## src/rtl/dlsc_pcie_s6_outbound_cpl.sv

```systemverilog
// dlsc_pcie_s6_outbound_cpl
// Completion transmitter for the Spartan-6 PCIe endpoint. Turns completion
// commands into a 3-DW Cpl/CplD header on the core's 32-bit AXI transmit
// interface, then passes payload DWs straight through from the payload channel.
//
// Optional build macro: DLSC_PCIE_S6_OUTBOUND_CPL_CHECK_EN
//   When defined, payload framing (cplp_last vs. the DW counter) is checked:
//   mismatches set the sticky err_len flag, and an early cplp_last ends the
//   TLP with tx_src_dsc (discontinue) on that beat.
//   When undefined, cplp_last is ignored and err_len/tx_src_dsc stay 0.

module dlsc_pcie_s6_outbound_cpl #(
  parameter int BUF_MIN = 1
) (
  input  logic        clk,
  input  logic        rst_n,
  input  logic [15:0] cfg_completer_id,
  input  logic [5:0]  tx_buf_av,
  input  logic        tx_ready,
  output logic        tx_valid,
  output logic        tx_last,
  output logic [31:0] tx_data,
  output logic        tx_src_dsc,
  output logic        cmd_ready,
  input  logic        cmd_valid,
  input  logic [7:0]  cmd_tag,
  input  logic [15:0] cmd_req_id,
  input  logic [2:0]  cmd_tc,
  input  logic [1:0]  cmd_attr,
  input  logic [2:0]  cmd_status,
  input  logic        cmd_bcm,
  input  logic [11:0] cmd_bytes,
  input  logic [6:0]  cmd_addr_lo,
  input  logic [9:0]  cmd_length,
  output logic        cplp_ready,
  input  logic        cplp_valid,
  input  logic        cplp_last,
  input  logic [31:0] cplp_data,
  output logic        err_len
);

  localparam logic [5:0] BUF_MIN_W = 6'(BUF_MIN);

  typedef enum logic [2:0] {
    ST_IDLE = 3'd0,
    ST_H0   = 3'd1,
    ST_H1   = 3'd2,
    ST_H2   = 3'd3,
    ST_DATA = 3'd4
  } state_t;

  state_t      state_r;
  state_t      state_nxt_s;

  // Command fields captured at accept; header words are built only from these.
  logic [7:0]  tag_r;
  logic [15:0] req_id_r;
  logic [15:0] cpl_id_r;
  logic [2:0]  tc_r;
  logic [1:0]  attr_r;
  logic [2:0]  status_r;
  logic        bcm_r;
  logic [11:0] bytes_r;
  logic [6:0]  addr_lo_r;
  logic [9:0]  length_r;
  logic        has_data_r;

  // Remaining payload DWs; a load of 0 wraps through 1023..1 to give 1024.
  logic [9:0]  cnt_r;

  logic        buf_ok_s;
  logic        cmd_acc_s;
  logic        data_beat_s;
  logic        cnt_one_s;
  logic        data_end_s;
  logic        early_last_s;
  logic        err_set_s;

`ifndef DLSC_PCIE_S6_OUTBOUND_CPL_CHECK_EN
  // cplp_last has no role when framing checks are compiled out.
  logic        unused_cplp_last_s;
  assign unused_cplp_last_s = cplp_last;
`endif

  // Handshake qualifiers and payload framing decisions.
  always_comb begin
    buf_ok_s    = (tx_buf_av >= BUF_MIN_W);
    cmd_acc_s   = (state_r == ST_IDLE) && buf_ok_s && cmd_valid;
    data_beat_s = (state_r == ST_DATA) && cplp_valid && tx_ready;
    cnt_one_s   = (cnt_r == 10'd1);
`ifdef DLSC_PCIE_S6_OUTBOUND_CPL_CHECK_EN
    early_last_s = (state_r == ST_DATA) && cplp_valid && cplp_last && !cnt_one_s;
    err_set_s    = data_beat_s && (cplp_last != cnt_one_s);
    data_end_s   = data_beat_s && (cnt_one_s || cplp_last);
`else
    early_last_s = 1'b0;
    err_set_s    = 1'b0;
    data_end_s   = data_beat_s && cnt_one_s;
`endif
  end

  // Next-state logic; header beats advance only when the core takes them.
  always_comb begin
    state_nxt_s = state_r;
    case (state_r)
      ST_IDLE: begin
        if (cmd_acc_s) state_nxt_s = ST_H0;
        else           state_nxt_s = ST_IDLE;
      end
      ST_H0: begin
        if (tx_ready) state_nxt_s = ST_H1;
        else          state_nxt_s = ST_H0;
      end
      ST_H1: begin
        if (tx_ready) state_nxt_s = ST_H2;
        else          state_nxt_s = ST_H1;
      end
      ST_H2: begin
        if (tx_ready) state_nxt_s = has_data_r ? ST_DATA : ST_IDLE;
        else          state_nxt_s = ST_H2;
      end
      ST_DATA: begin
        if (data_end_s) state_nxt_s = ST_IDLE;
        else            state_nxt_s = ST_DATA;
      end
      default: state_nxt_s = ST_IDLE;
    endcase
  end

  // Output decode: header beats come from registered fields, payload is a
  // combinational pass-through of the cplp channel.
  always_comb begin
    tx_valid   = 1'b0;
    tx_last    = 1'b0;
    tx_data    = 32'd0;
    tx_src_dsc = 1'b0;
    cmd_ready  = 1'b0;
    cplp_ready = 1'b0;
    case (state_r)
      ST_IDLE: begin
        cmd_ready = buf_ok_s;
      end
      ST_H0: begin
        tx_valid = 1'b1;
        tx_data  = {(has_data_r ? 8'h4A : 8'h0A), 1'b0, tc_r, 6'd0, attr_r, 2'd0,
                    (has_data_r ? length_r : 10'd0)};
      end
      ST_H1: begin
        tx_valid = 1'b1;
        tx_data  = {cpl_id_r, status_r, bcm_r, bytes_r};
      end
      ST_H2: begin
        tx_valid = 1'b1;
        tx_last  = !has_data_r;
        tx_data  = {req_id_r, tag_r, 1'b0, addr_lo_r};
      end
      ST_DATA: begin
        tx_valid   = cplp_valid;
        tx_data    = cplp_data;
        tx_last    = cnt_one_s;
        tx_src_dsc = early_last_s;
        cplp_ready = tx_ready;
      end
      default: begin
        tx_valid = 1'b0;
      end
    endcase
  end

  // State register.
  always_ff @(posedge clk or negedge rst_n) begin
    if (!rst_n) state_r <= ST_IDLE;
    else        state_r <= state_nxt_s;
  end

  // Capture the command when it is accepted.
  always_ff @(posedge clk or negedge rst_n) begin
    if (!rst_n) begin
      tag_r      <= 8'd0;
      req_id_r   <= 16'd0;
      cpl_id_r   <= 16'd0;
      tc_r       <= 3'd0;
      attr_r     <= 2'd0;
      status_r   <= 3'd0;
      bcm_r      <= 1'b0;
      bytes_r    <= 12'd0;
      addr_lo_r  <= 7'd0;
      length_r   <= 10'd0;
      has_data_r <= 1'b0;
    end else if (cmd_acc_s) begin
      tag_r      <= cmd_tag;
      req_id_r   <= cmd_req_id;
      cpl_id_r   <= cfg_completer_id;
      tc_r       <= cmd_tc;
      attr_r     <= cmd_attr;
      status_r   <= cmd_status;
      bcm_r      <= cmd_bcm;
      bytes_r    <= cmd_bytes;
      addr_lo_r  <= cmd_addr_lo;
      length_r   <= cmd_length;
      has_data_r <= (cmd_status == 3'b000);
    end
  end

  // Payload DW counter: load at accept, count down per accepted payload DW.
  always_ff @(posedge clk or negedge rst_n) begin
    if (!rst_n)           cnt_r <= 10'd0;
    else if (cmd_acc_s)   cnt_r <= cmd_length;
    else if (data_beat_s) cnt_r <= cnt_r - 10'd1;
  end

  // Sticky framing error flag.
  always_ff @(posedge clk or negedge rst_n) begin
    if (!rst_n)         err_len <= 1'b0;
    else if (err_set_s) err_len <= 1'b1;
  end

endmodule
```

## config.mk

```make
export PLATFORM = sky130hd
export DESIGN_NAME = dlsc_pcie_s6_outbound_cpl
export DESIGN_NICKNAME = d
export VERILOG_FILES = /design/src/rtl/dlsc_pcie_s6_outbound_cpl.sv
export SDC_FILE = /design/constraint.sdc
export NUM_CORES = 1
export LEC_CHECK = 0
export BUFFER_PORTS_ARGS = -buffer_cell sky130_fd_sc_hd__buf_2
export CAP_MARGIN = 20
export CORE_ASPECT_RATIO = 1.2
export CORE_MARGIN = 4
export CORE_UTILIZATION = 51
export CTS_CLUSTER_DIAMETER = 150
export DETAILED_ROUTE_END_ITERATION = 10
export PLACE_DENSITY = 0.81
export SYNTH_ARGS = -nofsm -noshare
export SYNTH_HDL_FRONTEND = slang
export SYNTH_SLANG_ARGS = --single-unit
```

## constraint.sdc

```tcl
create_clock -name clk -period 2.48 [get_ports clk]
set_input_delay 0.372 -clock clk [delete_from_list [all_inputs] [get_ports clk]]
set_output_delay 0.372 -clock clk [all_outputs]
set_load 0.02 [all_outputs]
```

== Word-level counts from Yosys, hierarchy flattened ==
Index checks and enable logic that the tools add are counted.
W data, S select, Z words.

* Register bits: 92
* Latch bits: 0
* Bits in writable memories: 0
* Bits in read-only memories: 0
* Input port bits: 122
* Output and inout bits: 38
* Logic and storage cells: 46
* Memories: 0

* Add/sub/neg operators: 1
* Multiply operators: 0
* Divide/modulo/power cells: 0
* $lt $le $gt $ge: 1
* Eq/ne operators: 5
* Shift operators: 0
* Mux-type cells: 16
* Bitwise logic cells: 0
* Reduce and logical (&&, ||, !) cells: 10

{| class="wikitable"
|+ Operators by type and width
! cell !! number
|-
| $pmux W32 S4 || 1
|-
| $mux W10 || 3
|-
| $pmux W3 S5 || 1
|-
| $eq A10 B1 Y1 const B || 1
|-
| $sub A10 B1 Y10 const B || 1
|-
| $mux W3 || 3
|-
| $mux W7 || 1
|-
| $eq A3 B2 Y1 const B || 2
|-
| $ge A6 B1 Y1 const B || 1
|-
| $logic_not A3 Y1 || 2
|-
| $logic_and A1 B1 Y1 || 5
|-
| $mux W1 || 4
|-
| $pmux W1 S2 || 2
|-
| $eq A3 B1 Y1 const B || 1
|-
| $eq A3 B3 Y1 const B || 1
|-
| $reduce_or A3 Y1 || 1
|-
| $mux W2 || 1
|-
| $reduce_bool A2 Y1 || 1
|-
| $logic_not A1 Y1 || 1
|}

== Logic depth before layout (Yosys ltp) ==
Gate-level depths: netlist of the first run.

* Depth after elaboration: 6
* Mapped depth: 7
* Gate-level depth less buffers: 6

== Worst setup path after synthesis of the first run ==
Ideal clock, no wire load.

* Kind: flip-flop to output port
* From: register state_r[1]
* To: output tx_data[0]
* Arrival: 1.737 ns
* Data required time: 2.108 ns
* Slack: 0.371 ns
* Stages on the path, launching flop included: 6
* Path buffers: 2
* Cell sequence: dfrtp_1 > clkbuf_1 > nor2b_1 > clkbuf_1 > a22oi_1 > o21ai_0

* Cells in the longest elaborated chain, start to end: 2
* Elaborated cells on any way between the ends: 5
* Classes of those cells: 4 x eq/ne; 1 x mux

{| class="wikitable"
|+ Ends and longest elaborated chain
! item !! RTL line !! RTL
|-
| start: declaration || 52 || <nowiki>state_t state_r;</nowiki>
|-
| start signal: assignment || 173 || <nowiki>else state_r <= state_nxt_s;</nowiki>
|-
| $eq A3 B3 Y1, or another cell as far along || 139 || <nowiki>case (state_r)</nowiki>
|-
| $pmux W32 S4 * || 139 ||
|-
| end: declaration || 22 || <nowiki>output logic [31:0] tx_data,</nowiki>
|}

Mark *: on every way between the ends. The rest lies on a longest branch, timed or not.

== Worst setup path after layout of the first run ==
* From: register state_r[1]
* To: output tx_data[7]

Same word-level chain as after synthesis.

==> results.md, run 1 <==
- Die W: 96.2 um
- Switching Share: around two fifths
- Compound-Gate Fraction of Synth Area: 12.8%
- Flops & latches, synth: roughly 90
- Iteration-0 DRC Markers: between 150 and 200
- Crit path buffers/inverters: 3
- Fraction of layout cells with a size suffix above 1: roughly half
- Synth Cell Area: around 0.0048 mm^2
- CP Class: reg2out
- Clk_skew: ~0.015 ns
- Sw Pwr: 2950 uW
- Core box area: between 0.009 and 0.01 mm^2
- Multi-input logic area: approximately 0.0022 mm^2
- WL met2: between 6000 and 7000 um
- Fin util: roughly two thirds
- PnR worst setup slack: ~0.12 ns
- Routed wire length: around 12,000 um
- Drt pass-1 iters: 4
- Register area share after synthesis: 48.4%
- Seq pwr share: 36.5%
- Top cell family by delay on the critical path: buffers and inverters
- Avg Cell Area, Syn: roughly 12 um^2
- Fmax: between 0.4 and 0.5 GHz
- Top Metal Used: met4
- Pwr Density: 1310 mW/mm^2
- Global route overflow: 0
- Worst min path class: in2async
- Final hold slack: between 0.01 and 0.015 ns
- Via count: about 3,700
- Clock root cell: clkbuf_8
- Post-cts hold buffer count: 0
- Top cells by area, synth: dfrtp_1 (48%), mux2_4 (23%), a22oi_1 (6.0%)
- Top post-synthesis cells by count: dfrtp_1 (92), mux2_4 (72), a22oi_1 (38)
- Post-Syn Instances: about 390
- Tcrit/Tclk final: approximately 95%
- Area growth from synthesis to layout: 24.0%
- Maxcap violations: 0
- Crit-path cells: buf_4 -> nor2b_4 -> buf_12 -> a22oi_1 -> o21ai_0 -> buf_2
- Peak VDD IR: 0.736 mV
- Largest net degree at the start of global routing: between 60 and 70
- WP data required: between 2 and 2.5 ns
- Count leader, synth: dfrtp_1
- Synth top area share: roughly 48%
- EDFF count, synth: 0
- Max clock buf depth: 2
- Adder-cell share of the synthesized area: less than 1%
- Crit path time final: between 2 and 2.5 ns
- Vias in the first global route: between 3,000 and 4,000
- Fin. Hold Viols: 0
- CP endpoint kind: output port
- Cell count after placement: between 600 and 700
- Dpl ws: between 0.2 and 0.25 ns
- Logic pwr share: about half
- Port-buffer cells: about 160
- Metal3 WL: approximately 590 um
- CP peak stage delay: approximately 0.49 ns
- Storage element area: between 0.002 and 0.0025 mm^2
- Final setup viols: 0
- Die ar.: between 0.01 and 0.015 mm^2
- FILL cells: a little over 700
- CP Data Arrival Time: around 2.0 ns
- RSZ-0062 raised after global routing: false
- Internal power: around 4800 uW
- Slew HR: about three fifths
- Cts bufs inserted: 9
- Synth Area in XOR/XNOR: roughly 1.7%
- Fin cells: roughly 670
- Distinct cells, synth: 39
- Clock sinks: 92
- Detail Route Antenna Nets: 0
- Final HPWL from detailed placement: 8840 um
- CP startpoint kind: register
- Drt wl/cell: 18.2 um
- GRT Overall Usage: about 23%
- Largest family of logic cells by synthesized area: multiplexers
- Mux cell area share after synthesis: about a quarter
- CP max-delay cell: dfrtp_1
- DRC: 0
- Yosys warns: 0
- Fraction of registers with async set/reset: between 90% and 100%
- Worst-path maximum fanout: 28
- CTS tree: built
- Post-DR vias/cell: 5.55
- Area leader, netlist: dfrtp_1
- Gpl congestion: approximately 0.85
- Worst-path clk slew: 0.09 ns
- Met1 Routed Length: between 5000 and 6000 um
- Die height: approximately 110 um
- First-pass GRT wire length: about 19,000 um
- P_leak: between 0.002 and 0.003 uW
- Worst-skew pair later-pin latency: between 0.3 and 0.4 ns
- Initial antenna violation count: 1
- Fraction of the mapped netlist area in simple logic gates: 7.23%
- Status: completed
- Core Rows: 38
- Fin nets: about 670
- Setup TNS: 0 ns
- Initial core utilization: a little over half
- Post-synth top flop: dfrtp_1
- Worst-margin pin slew: 0.612 ns
- Max-slew violation count: 0
- H-tree levels: 3
- Clock share of power: approximately 14%
- I/O pin count: between 150 and 200
[per-layer routing]
layer | up-vias | GRT usage (%)
li1 | 1706 | -
met1 | 1854 | 29.3
met2 | 125 | 37.7
met3 | 21 | 2.51
met4 | 0 | 9.58
met5 | - | 0
[area by class of cell]
class	count	area share, %
repair buffers	171	16.1
inverters	10	0.636
diodes	1	0.0424
flip-flops and latches	92	39.1
well taps	120	2.55
clock inverters	4	0.933
clock buffers	12	2.63
multi-input cells	258	38.0
[cells in the final DEF, fill, tap and decap left out, drive strengths merged, types with 3 or more instances in the layout]
cell type,n
nand2,32
mux2,73
o22ai,6
o21ai,40
nor2b,3
mux2i,7
o31ai,4
dfrtp,92
inv,11
a22oi,38
xnor2,8
nor3,6
clkbuf,12
or3,3
a21oi,6
buf,171
nor2,8
nor4,4
[timing repair]
action	4_1_cts	5_1_grt
setup buffers	0	0
endpoints found under the setup margin	1	21
resized for setup	1	4
[cells by family after synthesis]
family                   Yosys count
multiplexers                      80
XOR/XNOR                           9
buffers and inverters             39
flip-flops                        92
AO/OA/AOI/OAI                     97
AND/OR/NAND/NOR                   68
other                              1
adder cells (fa/ha/maj)            2
[power groups by stage]
stage | Sequential, uW | Clock [uW] | Combinational, uW
finish | 2810 | 1050 | 3850
global route | 2900 | 1130 | 4120
CTS | 2800 | 1070 | 3860
detailed placement | 2800 | 0 | 3840
global placement | 2770 | 0 | 3730
floorplan | 2600 | 0 | 2950
[final timing paths]
check / startpoint / endpoint / slack, ns / cells past startpoint
max: state_r[1] / tx_data[7] / 0.12 / 6
min: rst_n / addr_lo_r[2] / 0.01 / 1
max reg2reg: state_r[1] / cpl_id_r[11] / 0.25 / 5
min reg2reg: bytes_r[4] / bytes_r[4] / 0.52 / 1
max in group asynchronous: rst_n / req_id_r[3] / 1.80 / 2
min in group clk: cmd_req_id[7] / req_id_r[7] / 0.24 / 2
[metrics by stage]
step                      instance area (um^2)  power [uW]
final                                     5900        7710
after floorplan                           4760        5550
after global routing                      5900        8150
after detailed placement                  5670        6650
after CTS                                 5890        7740
after global placement                    5670        6500
[worst reg2reg max path, stage by stage (launching register included)]
cell     delay (ns)
dfrtp_1        0.49
buf_4          0.23
nor4b_1        0.39
o31a_2         0.28
buf_12         0.33
mux2_4         0.38
[registers in the layout, indices dropped and copies added (netlist names)]
register    count
tc_r            3
addr_lo_r       7
tag_r           8
bytes_r        12
length_r       10
state_r         3
has_data_r      1
bcm_r           1
status_r        3
req_id_r       16
attr_r          2
cnt_r          10
cpl_id_r       16
No activity file was read; power rests on OpenSTA's default activity.
==> inputs of run 2 (changes only) <==
--- a/config.mk
+++ b/config.mk
@@ -9,10 +9,10 @@
 export CAP_MARGIN = 20
 export CORE_ASPECT_RATIO = 1.2
 export CORE_MARGIN = 4
-export CORE_UTILIZATION = 51
+export CORE_UTILIZATION = 55
 export CTS_CLUSTER_DIAMETER = 150
 export DETAILED_ROUTE_END_ITERATION = 10
-export PLACE_DENSITY = 0.81
+export PLACE_DENSITY = 0.86
 export SYNTH_ARGS = -nofsm -noshare
 export SYNTH_HDL_FRONTEND = slang
 export SYNTH_SLANG_ARGS = --single-unit
==> constraint.sdc (replaced) <==
create_clock -name clk -period 3 [get_ports clk]
set_input_delay 0.45 -clock clk [delete_from_list [all_inputs] [get_ports clk]]
set_output_delay 0.45 -clock clk [all_outputs]
set_load 0.02 [all_outputs]
==> results.md, run 2 (same netlist as run 1, synthesis figures left out) <==
- Status: completed
- Gpl congestion: between 0.8 and 0.9
- Area growth from synthesis to layout: 22.7%
- Worst min path class: in2async
- Initial core utilization: 57.4%
- Top cell family by delay on the critical path: flip-flops
- Capturing point of the worst reg2reg path: cnt_r[9]
- Critical path endpoint: tx_data[8]
- Commonest non-fill, non-tap cell in the layout: buf_2
- Core box area: 0.00829 mm^2
- Post-DR vias/cell: between 5 and 6
- Core Rows: 36
- Multi-input logic area: ~0.0022 mm^2
- Pwr Density: approximately 1100 mW/mm^2
- Crit path time final: approximately 2.8 ns
- Worst-path clk slew: about 0.09 ns
- Flop2flop setup slack: slightly above 0.7 ns
- CP peak stage delay: roughly 0.67 ns
- Worst-path maximum fanout: 16
- Final setup viols: 0
- Final HPWL from detailed placement: just under 9000 um
- H-tree levels: 3
- Routed wire length: around 12,000 um
- Port-buffer cells: between 150 and 200
- Post_cts resized: 0
- Iteration-0 DRC Markers: approximately 190
- Cts bufs inserted: 9
- PnR worst setup slack: about 0.23 ns
- I/O pin count: 160
- P_leak: between 0.002 and 0.003 uW
- Max clock buf depth: 2
- Clock sinks: 92
- Global route overflow: 0
- Drt wl/cell: ~19 um
- CP max-delay cell: dfrtp_1
- Drt pass-1 iters: 4
- CP Data Arrival Time: roughly 2.3 ns
- Fin nets: between 600 and 700
- First-pass GRT wire length: between 15,000 and 20,000 um
- RR Startpoint: state_r[0]
- Fmax: 0.360 GHz
- Tcrit/Tclk final: between 90 and 100%
- Die height: 110 um
- DRC: 0
- WP data required: between 2 and 3 ns
- Slew HR: 57.2%
- Max-slew violation count: 0
- FILL cells: a little over 600
- Vias in the first global route: just under 4,000
- Die ar.: a little over 0.01 mm^2
- Via count: roughly 3,700
- Most frequent cells in the layout: buf_2 (155), dfrtp_1 (92), mux2_4 (72), a22oi_1 (38), nand2_1 (32)
- Postcts setup bufs: 0
- Crit-path cells: nand2_1 -> nor2_2 -> buf_12 -> a22oi_1 -> o21ai_0 -> buf_2
- Maxcap violations: 0
- Die W: slightly above 90 um
- Setup TNS: 0 ns
- Crit path buffers/inverters: 2
- Fraction of layout cells with a size suffix above 1: 48.3%
- Biggest regs: cpl_id_r (16), req_id_r (16), bytes_r (12)
- CP startpoint kind: register
- Clock root cell: clkbuf_8
- WP depth: 6
- Post-cts hold buffer count: 0
- Reg2Reg Depth: 5
- Clk_skew: approximately 0.006 ns
- Detail Route Antenna Nets: 0
- GRT Overall Usage: approximately 25%
- Fin. Hold Viols: 0
- Storage element area: between 0.002 and 0.0025 mm^2
- CP Class: reg2out
- Worst-margin pin slew: approximately 0.64 ns
- Dpl ws: ~0.65 ns
- CP endpoint kind: output port
- RSZ-0062 raised after global routing: false
- Largest net degree at the start of global routing: between 60 and 70
- Crit path from: state_r[0]
- Peak VDD IR: between 0.5 and 0.6 mV
- Worst-skew pair later-pin latency: 0.37 ns
- CTS tree: built
- Initial antenna violation count: 2
==> run 2: how the worst min path moves through the flow <==
stage | from | to | slack (ns) | depth (start not counted)
2_1_floorplan | rst_n | addr_lo_r[0] | 0.15 | 0
3_3_place_gp | rst_n | bytes_r[2] | 0.47 | 1
3_5_place_dp | rst_n | bytes_r[2] | 0.47 | 1
4_1_cts | rst_n | bytes_r[2] | 0.06 | 1
5_1_grt | rst_n | bytes_r[3] | 0.08 | 1
6_report | rst_n | bytes_r[3] | 0.05 | 1
==> run 2: cell type report <==
cell class                      count  share of cell area (%)
Sequential cell                    92                    39.4
Inverter                           10                   0.643
Tap cell                          114                    2.44
Clock buffer                       11                    2.59
Clock inverter                      5                    1.03
Timing Repair Buffer              167                    15.5
Multi-Input combinational cell    258                    38.3
Antenna cell                        2                  0.0857
==> run 2: worst register-to-register path, delay by kind of cell (launching register included) <==
family | cells | cell delay (ns)
xor gates and xnor gates | 1 | 0.17
buffers and inverters | 1 | 0.33
DFF | 1 | 0.58
AOI/OAI and AO/OA | 1 | 0.09
and+or+nand+nor | 2 | 1.00
==> run 2: per-stage QoR <==
step	power (uW)	hold WS, ns	cell area (um^2)	utilization, %	instances
6_report	6340	0.0534	5840	70.4	659
5_1_grt	6730	0.0796	5840	70.4	658
4_1_cts	6360	0.0626	5830	70.4	657
3_3_place_gp	5350	0.465	5620	67.8	641
2_1_floorplan	4590	0.154	4760	-	389
3_5_place_dp	5460	0.470	5620	67.8	641
==> run 2: where the power goes <==
| group | switching (uW) | leakage (uW) | total [uW] | internal (uW) |
|---|---|---|---|---|
| clock | 448 | 0.000106 | 880 | 432 |
| sequential | 454 | 0.00110 | 2320 | 1870 |
| combinational | 1540 | 0.00158 | 3140 | 1600 |
| total | 2450 | 0.00279 | 6340 | 3900 |
==> run 2: per-layer routing <==
metal	up-vias	track usage (%)	wire length (um)
met2	141	40.3	6180
li1	1701	-	-
met5	-	0	13
met1	1809	31.3	4960
met3	24	7.46	911
met4	2	10.1	223
==> inputs of run 3 (changes only) <==
--- a/config.mk
+++ b/config.mk
@@ -13,6 +13,7 @@
 export CTS_CLUSTER_DIAMETER = 150
 export DETAILED_ROUTE_END_ITERATION = 10
 export PLACE_DENSITY = 0.86
+export REMOVE_ABC_BUFFERS = 1
 export SYNTH_ARGS = -nofsm -noshare
 export SYNTH_HDL_FRONTEND = slang
 export SYNTH_SLANG_ARGS = --single-unit
==> results.md, run 3 (same netlist as run 1, synthesis figures left out) <==
- PnR worst setup slack: 0.284 ns
- Final HPWL from detailed placement: about 8300 um
- Port-buffer cells: 156
- Crit path buffers/inverters: 2
- Crit path time final: between 2 and 3 ns
- Worst min path class: in2async
- Status: completed
- Cts bufs inserted: 9
- Cell count after placement: about 640
- CP startpoint kind: register
- Pwr Density: 1100 mW/mm^2
- RSZ-0062 raised after global routing: false
- Worst-path clk slew: 0.09 ns
- Peak VDD IR: roughly 0.47 mV
- CP max-delay cell: dfrtp_1
- Final hold slack: between 0.1 and 0.15 ns
- Post_cts resized: 0
- Drt wl/cell: about 18 um
- Post-Layout Inst Area: around 0.0059 mm^2
- Fin nets: 663
- Post-cts hold buffer count: 0
- Top cell family by delay on the critical path: flip-flops
- Largest net degree at the start of global routing: 100
- H-tree levels: 3
- Core Rows: 36
- CTS tree: built
- Initial core utilization: between 50% and 60%
- WP data required: around 2.6 ns
- Slew HR: around 54%
- Die height: 110 um
- Biggest regs: cpl_id_r (16), req_id_r (16), bytes_r (12)
- Area growth from synthesis to layout: 23.0%
- Commonest non-fill, non-tap cell in the layout: buf_2
- CP Class: reg2out
- Initial antenna violation count: 0
- Core box area: roughly 0.0083 mm^2
- Maxcap violations: 0
- Worst-margin pin slew: 0.686 ns
- CP endpoint kind: output port
- Clk_skew: ~0.011 ns
- Detail Route Antenna Nets: 0
- Die W: approximately 93 um
- Inserted Diodes: 0
- Fin. Hold Viols: 0
- Crit-path cells: nand2_1 -> nor2_2 -> buf_4 -> a22oi_1 -> o21ai_0 -> buf_2
- GRT Overall Usage: 23.9%
- Vias in the first global route: roughly 4,000
- P_leak: around 0.0028 uW
- I/O pin count: between 150 and 200
- Iteration-0 DRC Markers: between 150 and 200
- Most frequent cells in the layout: buf_2 (155), dfrtp_1 (92), mux2_4 (72), a22oi_1 (38), nand2_1 (32)
- DP Area: 0.00560 mm^2
- Postcts setup bufs: 0
- Fmax: 0.368 GHz
- DRC: 0
- Fraction of layout cells with a size suffix above 1: about 48%
- Routed wire length: roughly 12,000 um
- Clock root cell: clkbuf_8
- CP Data Arrival Time: between 2 and 2.5 ns
- Setup TNS: 0 ns
- Via count: about 3,700
- Drt pass-1 iters: 4
- Max clock buf depth: 2
- Worst-path maximum fanout: 24
- Post-DR vias/cell: between 5 and 6
- Tcrit/Tclk final: just over 90%
- Fin cells: between 600 and 700
- CP peak stage delay: 0.75 ns
- Clock sinks: between 90 and 100
- Global route overflow: 0
- Dpl ws: around 0.70 ns
- Gpl congestion: 0.870
- Final setup viols: 0
- Worst-skew pair later-pin latency: approximately 0.35 ns
- First-pass GRT wire length: roughly 19,000 um
- Die ar.: about 0.01 mm^2
- Max-slew violation count: 0
[run 3: metal layers]
layer  global-route usage (%)  wire (um)  up-vias
met5                        0          0        -
met4                     10.8        259        0
met3                     3.29        671       25
met2                     40.6       6340      127
met1                     30.6       4790     1843
li1                         -          -     1704
[run 3: cell type report]
cell class                 instances  area [um^2]
inverter                          10         37.5
tap                              114          143
multi-input combinational        258         2240
timing repair buffer             168          886
clock inverter                     6          111
clock buffer                      10          138
fill                             620         2430
sequential                        92         2300
[run 3: worst paths after layout]
path                                    start           end  slack, ns  depth (start not counted)
worst max register to register     state_r[0]    bytes_r[9]       0.67                          4
min in group clk                cmd_length[0]      cnt_r[0]       0.31                          3
worst min register to register      attr_r[0]     attr_r[0]       0.52                          1
worst max-delay path               state_r[0]    tx_data[9]       0.28                          6
max in group asynchronous               rst_n       tc_r[2]       2.13                          2
worst min-delay path                    rst_n  addr_lo_r[4]       0.13                          1
[run 3: stage by stage]
step | power, uW | utilization [%]
finish | 6460 | 70.6
global route | 6850 | 70.6
CTS | 6480 | 70.6
detailed placement | 5430 | 67.6
global placement | 5300 | 67.6
floorplan | 4590 | -
[run 3: worst register-to-register path: cells and delay by family, from the launching register on]
kind / cells / cell delay (ns)
and+or+nand+nor: 1 / 0.41
DFF: 1 / 0.62
buffers and inverters: 1 / 0.46
muxes: 1 / 0.49
AOI/OAI and AO/OA: 1 / 0.23
[run 3: power by group]
part	internal [uW]	total [uW]	switching, uW
clock	576	1010	435
combinational	1580	3100	1520
sequential	1870	2340	477
total	4020	6460	2430
